<file path="src/rtl/pht_update_scheduler_if.sv">
// Update-request bus into the PHT write scheduler: REQ_NUM ports sampled together,
// with a single ready covering all of them.
interface pht_update_scheduler_if #(
    parameter int REQ_NUM = 2,
    parameter int IDX_W   = 10,
    parameter int DATA_W  = 8
);
    logic [REQ_NUM-1:0]             reqValid;
    logic [REQ_NUM-1:0][IDX_W-1:0]  reqIdx;
    logic [REQ_NUM-1:0][DATA_W-1:0] reqData;
    logic                           reqReady;

    modport master (output reqValid, reqIdx, reqData, input reqReady);
    modport slave  (input reqValid, reqIdx, reqData, output reqReady);
endinterface

</file>
<file path="src/rtl/pht_update_scheduler.sv">
// PHT write scheduler: clears the table with an init sweep, then serialises
// multi-port update requests through a small in-order FIFO, one write per cycle.
module pht_req_lane #(
    parameter int LANE    = 0,
    parameter int REQ_NUM = 2,
    parameter int IDX_W   = 10
) (
    input  logic [REQ_NUM-1:0]            valid,
    input  logic [REQ_NUM-1:0][IDX_W-1:0] idx,
    output logic                          keep
);
    // A younger port hitting the same index supersedes this one.
    always_comb begin
        keep = valid[LANE];
        for (int j = LANE + 1; j < REQ_NUM; j++)
            if (valid[j] && idx[j] == idx[LANE]) keep = 1'b0;
    end
endmodule

module pht_update_scheduler #(
    parameter int              ENTRY_NUM   = 1024,
    parameter int              IDX_W       = 10,
    parameter int              DATA_W      = 8,
    parameter int              REQ_NUM     = 2,
    parameter int              QUEUE_DEPTH = 4,
    parameter logic [DATA_W-1:0] INIT_VALUE = 8'h22
) (
    input  logic                 clk,
    input  logic                 rst_n,
    input  logic                 initStart,
    pht_update_scheduler_if.slave req,
    output logic                 we,
    output logic [IDX_W-1:0]     wa,
    output logic [DATA_W-1:0]    wv,
    output logic                 busy,
    output logic [7:0]           dropCount
);
    localparam int SWP_W = IDX_W + 1;
    localparam int PTR_W = (QUEUE_DEPTH > 1) ? $clog2(QUEUE_DEPTH) : 1;
    localparam int OCC_W = $clog2(QUEUE_DEPTH + 1);
    localparam int SUM_W = OCC_W + PTR_W;

    typedef enum logic {INIT, RUN} state_t;

    state_t                   state;
    logic [SWP_W-1:0]         sweep;
    logic [IDX_W-1:0]         qIdx  [QUEUE_DEPTH];
    logic [DATA_W-1:0]        qData [QUEUE_DEPTH];
    logic [PTR_W-1:0]         rdPtr, wrPtr, rdNext, wrNext;
    logic [OCC_W-1:0]         occ, pushCnt;
    logic [REQ_NUM-1:0]       keep, pushEn;
    logic [REQ_NUM-1:0][PTR_W-1:0] slot;
    logic [7:0]               dropN;
    logic [8:0]               dropSum;
    logic                     ready, accept, pop;

    function automatic logic [PTR_W-1:0] wrapAdd(logic [PTR_W-1:0] base, logic [OCC_W-1:0] off);
        logic [SUM_W-1:0] s;
        s = SUM_W'(base) + SUM_W'(off);
        if (s >= SUM_W'(QUEUE_DEPTH)) s = s - SUM_W'(QUEUE_DEPTH);
        return PTR_W'(s);
    endfunction

    for (genvar g = 0; g < REQ_NUM; g++) begin : gLane
        pht_req_lane #(.LANE(g), .REQ_NUM(REQ_NUM), .IDX_W(IDX_W)) uLane (
            .valid (req.reqValid),
            .idx   (req.reqIdx),
            .keep  (keep[g])
        );
    end

    // No credit for a same-cycle pop: space is judged on registered occupancy.
    assign ready        = (state == RUN) && ((OCC_W'(QUEUE_DEPTH) - occ) >= OCC_W'(REQ_NUM));
    assign req.reqReady = ready;
    assign busy         = (state == INIT);
    assign accept       = ready && !initStart;
    assign pop          = (state == RUN) && (occ != '0) && !initStart;

    // Surviving ports are packed into consecutive FIFO slots in port order.
    always_comb begin
        pushCnt = '0;
        dropN   = '0;
        pushEn  = '0;
        slot    = '0;
        for (int i = 0; i < REQ_NUM; i++) begin
            slot[i] = wrapAdd(wrPtr, pushCnt);
            if (accept && keep[i]) begin
                pushEn[i] = 1'b1;
                pushCnt   = pushCnt + OCC_W'(1);
            end
            if (req.reqValid[i] && !accept) dropN = dropN + 8'd1;
        end
        wrNext  = wrapAdd(wrPtr, pushCnt);
        rdNext  = wrapAdd(rdPtr, OCC_W'(1));
        dropSum = {1'b0, dropCount} + {1'b0, dropN};
    end

    always_ff @(posedge clk or negedge rst_n) begin
        if (!rst_n) begin
            state     <= INIT;
            sweep     <= '0;
            rdPtr     <= '0;
            wrPtr     <= '0;
            occ       <= '0;
            dropCount <= '0;
            we        <= 1'b0;
            wa        <= '0;
            wv        <= '0;
        end else begin
            dropCount <= dropSum[8] ? 8'hFF : dropSum[7:0];
            if (initStart) begin
                state <= INIT;
                sweep <= '0;
                rdPtr <= '0;
                wrPtr <= '0;
                occ   <= '0;
                we    <= 1'b0;
            end else if (state == INIT) begin
                // Sweep counter runs one past the last index so RUN starts a cycle after the final write.
                if (sweep == SWP_W'(ENTRY_NUM)) begin
                    state <= RUN;
                    we    <= 1'b0;
                end else begin
                    we    <= 1'b1;
                    wa    <= sweep[IDX_W-1:0];
                    wv    <= INIT_VALUE;
                    sweep <= sweep + SWP_W'(1);
                end
            end else begin
                we <= pop;
                if (pop) begin
                    wa    <= qIdx[rdPtr];
                    wv    <= qData[rdPtr];
                    rdPtr <= rdNext;
                end
                wrPtr <= wrNext;
                occ   <= occ + pushCnt - OCC_W'(pop);
            end
        end
    end

    always_ff @(posedge clk) begin
        for (int i = 0; i < REQ_NUM; i++) begin
            if (pushEn[i]) begin
                qIdx[slot[i]]  <= req.reqIdx[i];
                qData[slot[i]] <= req.reqData[i];
            end
        end
    end
endmodule

</file>
<file path="src/flat_wrapper.sv">
// flat-port wrapper written by rule: the top's interface ports become plain ports
module pht_update_scheduler_flat 
#(
    parameter int              ENTRY_NUM   = 1024,
    parameter int              IDX_W       = 10,
    parameter int              DATA_W      = 8,
    parameter int              REQ_NUM     = 2,
    parameter int              QUEUE_DEPTH = 4,
    parameter logic [DATA_W-1:0] INIT_VALUE = 8'h22
)
  (clk, rst_n, initStart, we, wa, wv, busy, dropCount, req_reqValid, req_reqIdx, req_reqData, req_reqReady);
  pht_update_scheduler_if #(.REQ_NUM(REQ_NUM), .IDX_W(IDX_W), .DATA_W(DATA_W)) req_i ();
  input  logic clk;
  input  logic rst_n;
  input  logic initStart;
  output logic we;
  output logic [IDX_W-1:0] wa;
  output logic [DATA_W-1:0] wv;
  output logic busy;
  output logic [7:0] dropCount;
  input wire logic [$bits(req_i.reqValid)-1:0] req_reqValid;
  input wire logic [$bits(req_i.reqIdx)-1:0] req_reqIdx;
  input wire logic [$bits(req_i.reqData)-1:0] req_reqData;
  output wire logic [$bits(req_i.reqReady)-1:0] req_reqReady;
  assign req_i.reqValid = req_reqValid;
  assign req_i.reqIdx = req_reqIdx;
  assign req_i.reqData = req_reqData;
  assign req_reqReady = req_i.reqReady;
  pht_update_scheduler #(.ENTRY_NUM(ENTRY_NUM), .IDX_W(IDX_W), .DATA_W(DATA_W), .REQ_NUM(REQ_NUM), .QUEUE_DEPTH(QUEUE_DEPTH), .INIT_VALUE(INIT_VALUE)) u_core (.clk(clk), .rst_n(rst_n), .initStart(initStart), .req(req_i), .we(we), .wa(wa), .wv(wv), .busy(busy), .dropCount(dropCount));
endmodule
</file>
<file path="config.mk">
export PLATFORM = sky130hd
export DESIGN_NAME = pht_update_scheduler_flat
export DESIGN_NICKNAME = d
export VERILOG_FILES = /design/src/rtl/pht_update_scheduler_if.sv /design/src/rtl/pht_update_scheduler.sv /design/src/flat_wrapper.sv
export SDC_FILE = /design/constraint.sdc
export NUM_CORES = 1
export LEC_CHECK = 0
export ABC_AREA = 1
export CAP_MARGIN = 10
export CORE_MARGIN = 4
export CORE_UTILIZATION = 51
export DETAILED_ROUTE_END_ITERATION = 16
export GPL_ROUTABILITY_DRIVEN = 1
export PLACE_DENSITY = 0.74
export SLEW_MARGIN = 25
export SYNTH_ARGS = -nofsm -noshare
export SYNTH_HDL_FRONTEND = slang
export SYNTH_HIERARCHICAL = 1
export SYNTH_SLANG_ARGS = --single-unit
export TNS_END_PERCENT = 20
</file>
<file path="constraint.sdc">
create_clock -name clk -period 2.9 [get_ports clk]
set_input_delay 0.725 -clock clk [delete_from_list [all_inputs] [get_ports clk]]
set_output_delay 0.725 -clock clk [all_outputs]
set_load 0.05 [all_outputs]
</file>
==> impl_metrics.env <==
export IMPL_worstSetupPathType="register to register"
export IMPL_final_cell_mix="nand2_1, o21ai_1, edfxtp_1, inv_1, nand3_1"
export IMPL_drcViolationCount=0
export IMPL_drtIter0Drc=601
export IMPL_finalSetupViolations=1
export IMPL_ys_seq_area_share_pct=51.5
export IMPL_multi_input_area_um2=2780
export IMPL_via_count=5819
export IMPL_ys_flop_type="edfxtp_1"
export IMPL_slew_violations=0
export IMPL_ys_seq_elements=118
export IMPL_viasPerCell=5.47
export IMPL_pin_count=70
export IMPL_grt_pass1_wl_um=27600
export IMPL_grt_pass1_vias=5739
export IMPL_worstMarginPinSlew_ns=0.626
export IMPL_dpl_cell_area_um2=7580
export IMPL_synth_nets=818
export IMPL_cp_data_arrival_time_ns=3.20
export IMPL_overflow=0
export IMPL_dpl_cell_count=1022
export IMPL_avgSynthCellArea_um2=8.45
export IMPL_synth_edf_count=72
export IMPL_setup_slack_ns=-0.00950
export IMPL_status="finished with violations"
export IMPL_clk_latency_ns=0.41
export IMPL_insertedDiodeCount=0
export IMPL_routedWlPerCell_um=16.3
export IMPL_die_h_um=120
export IMPL_fin_skew_ns=0.00691
export IMPL_fin_cells=1064
export IMPL_crit_path_top_delay_cell="dfrtp_1"
export IMPL_dp_hpwl_um=11700
export IMPL_drt_wl_total_um=17300
export IMPL_cts_tree="yes"
export IMPL_synth_cells=761
export IMPL_cap_violations=0
export IMPL_portBuffers=69
export IMPL_fin_nets=941
export IMPL_ant_nets=0
export IMPL_cts_buffer_depth=2
export IMPL_rows=40
export IMPL_final_common_cell="nand2_1"
export IMPL_ctsHoldBuffers=0
export IMPL_min_period_ns=2.91
export IMPL_leakagePower_nw=3.80
export IMPL_required_ns=3.19
export IMPL_grt_use_total_pct=24.3
export IMPL_antenna_found_initial=0
export IMPL_start_util_pct=52.8
export IMPL_synth_area_leaders="edfxtp_1, dfrtp_1, nand2_1"
export IMPL_design_area_um2=8290
export IMPL_synth_async_sr_flop_share_pct=39.0
export IMPL_path_cells="inv_2 > ha_4 > ha_4 > nand3_4 > nand3_4 > nor2_4 > ha_4 > inv_2 > ha_4 > inv_4 > ha_4 > inv_2 > fa_2 > a21oi_2 > o21ai_2 > o21ai_2 > a21oi_2"
export IMPL_die_w_um=120
export IMPL_cts_made_buffers=17
export IMPL_grt_setup_unrepaired="true"
export IMPL_drt_pass1_iterations=7
export IMPL_path_max_fanout=4
export IMPL_core_um2=12200
export IMPL_fin_crit_sh_pct=100
export IMPL_synth_top_area_share_pct=33.6
export IMPL_hold_class="input port to async pin"
export IMPL_root_buffer="clkbuf_16"
export IMPL_numClockSinks=118
export IMPL_slowest_delay_ns=0.39
export IMPL_fillerInstances=929
export IMPL_gp_congestion=0.892
export IMPL_cp_end_kind="register"
export IMPL_grt_max_degree=38
export IMPL_hold_viol_final=0
export IMPL_slew_headroom_pct=58.2
export IMPL_area_growth_pct=29.0
export IMPL_synth_top_area_cell="edfxtp_1"
export IMPL_start_kind="register"
export IMPL_timing_critical_path_mode_cell="ha_4"
export IMPL_fp_dieArea_um2=14500
export IMPL_cp_top_family="adder cells"
export IMPL_cts_htree_levels=4
export IMPL_peakVddDrop_mv=0.359
export IMPL_yosysUniqueCellTypes=35
export IMPL_max_freq_mhz=344
export IMPL_violations="setup timing"
export IMPL_pwr_density_cell_nw_per_um2=537
export IMPL_drive_above_1_share_pct=18.1
export IMPL_regArea_um2=3310
export IMPL_yosys_warnings=6
export IMPL_crit_buf_inv=4
export IMPL_clkTransAtPathRegs_ns=0.05
export IMPL_syn_area_um2=6430
-- logic make-up (layout without fill, tap and decap cells) --
family,count (synthesis),after routing,synth area share [%]
and+or+nand+nor,366,366,24.9
AOI/OAI and AO/OA,136,136,10.9
DFF,118,118,51.5
buffers and inverters,118,253,8.27
adders and majority gates,16,16,3.35
xor gates and xnor gates,7,7,0.954
-- synth_stat cells, types with 2 or more instances --
library cell  number
o21ai_1           72
dfrtp_1           46
inv_2              3
o211ai_1           2
buf_4              3
xor2_1             3
o22ai_1            4
xnor2_1            4
ha_1              14
fa_1               2
buf_6              8
nand3_1           68
nor2_4             3
nor2_2             2
buf_2             14
a21oi_1           12
nand2_4            5
nand2_1          217
nor2_1            51
nand4_1           11
o21ai_0           44
nor3_1             2
nand3b_1           2
inv_1             81
clkbuf_1           6
edfxtp_1          72
clkinv_1           2
-- stage by stage --
stage                     setup TNS [ns]  total power, W  utilization [%]  setup WS [ns]  hold slack, ns
after detailed placement          -74.17         0.00269             62.3         -0.915           0.494
after CTS                              0         0.00441             67.1         0.0121           0.339
final                           -0.00950         0.00445             68.2       -0.00950           0.333
after global routing              -0.250         0.00462             68.2         -0.122           0.373
after floorplan                    -1.16         0.00238                -         -0.130           0.429
after global placement            -66.46         0.00266             62.3         -0.816           0.489
-- metal layers --
metal	up-vias	wire length [µm]	global-route usage (%)
met4	0	514	10.5
met5	-	0	0
met3	54	1310	4.54
met1	2736	6670	29.3
met2	256	8800	42.4
li1	2773	-	-
-- final timing paths --
check / startpoint / end / slack [ns] / cells past startpoint
max in group asynchronous: rst_n / u_core/sweep[6]$_DFFE_PN0P_ / 1.94 / 2
max: u_core/occ[1]$_DFFE_PN0P_ / u_core/occ[2]$_DFFE_PN0P_ / -0.009 / 17
max reg2reg: u_core/occ[1]$_DFFE_PN0P_ / u_core/occ[2]$_DFFE_PN0P_ / -0.009 / 17
min in group clk: u_core/wa[6]$_DFFE_PN0P_ / u_core/wa[6]$_DFFE_PN0P_ / 0.50 / 2
min: rst_n / u_core/wv[1]$_DFFE_PN0P_ / 0.33 / 1
min reg2reg: u_core/wa[6]$_DFFE_PN0P_ / u_core/wa[6]$_DFFE_PN0P_ / 0.50 / 2
-- worst register-to-register path: cells and delay by family (launching register included) --
| kind | cells | cell delay (ns) |
|---|---|---|
| compound gates | 4 | 0.49 |
| fa+ha+maj | 6 | 1.26 |
| buf+inv | 4 | 0.26 |
| flops | 1 | 0.39 |
| simple gates | 3 | 0.41 |
-- final cells by class --
class                           instances  area share [%]
Inverter                               86            3.92
Timing Repair Buffer                  136            14.2
Sequential cell                       118            40.0
Clock buffer                           23            5.40
Tap cell                              168            2.54
Clock inverter                          8           0.423
Multi-Input combinational cell        525            33.5
-- state kept, by name, indices dropped and copies added, names as in the netlist --
register / cells
u_core/dropCount: 8
u_core/occ: 3
u_core/qData: 32
u_core/qIdx: 40
u_core/rdPtr: 2
u_core/state: 1
u_core/sweep: 11
u_core/wa: 10
u_core/we: 1
u_core/wrPtr: 2
u_core/wv: 8
-- where the power goes --
group	total, W	internal [W]	leakage (nW)	switching [W]
Combinational	0.000797	0.000299	2.31	0.000498
Sequential	0.00193	0.00186	1.26	0.0000757
Clock	0.00172	0.00106	0.238	0.000661
Total	0.00445	0.00322	3.80	0.00123
-- repair_timing --
action | CTS | global route
buffers inserted | 4 | 7
pin swaps | 21 | 20
gates resized for setup | 74 | 40
hold endpoints to repair | 0 | 0
endpoints found under the setup margin | 118 | 35
(Power assumes the default switching activity.)
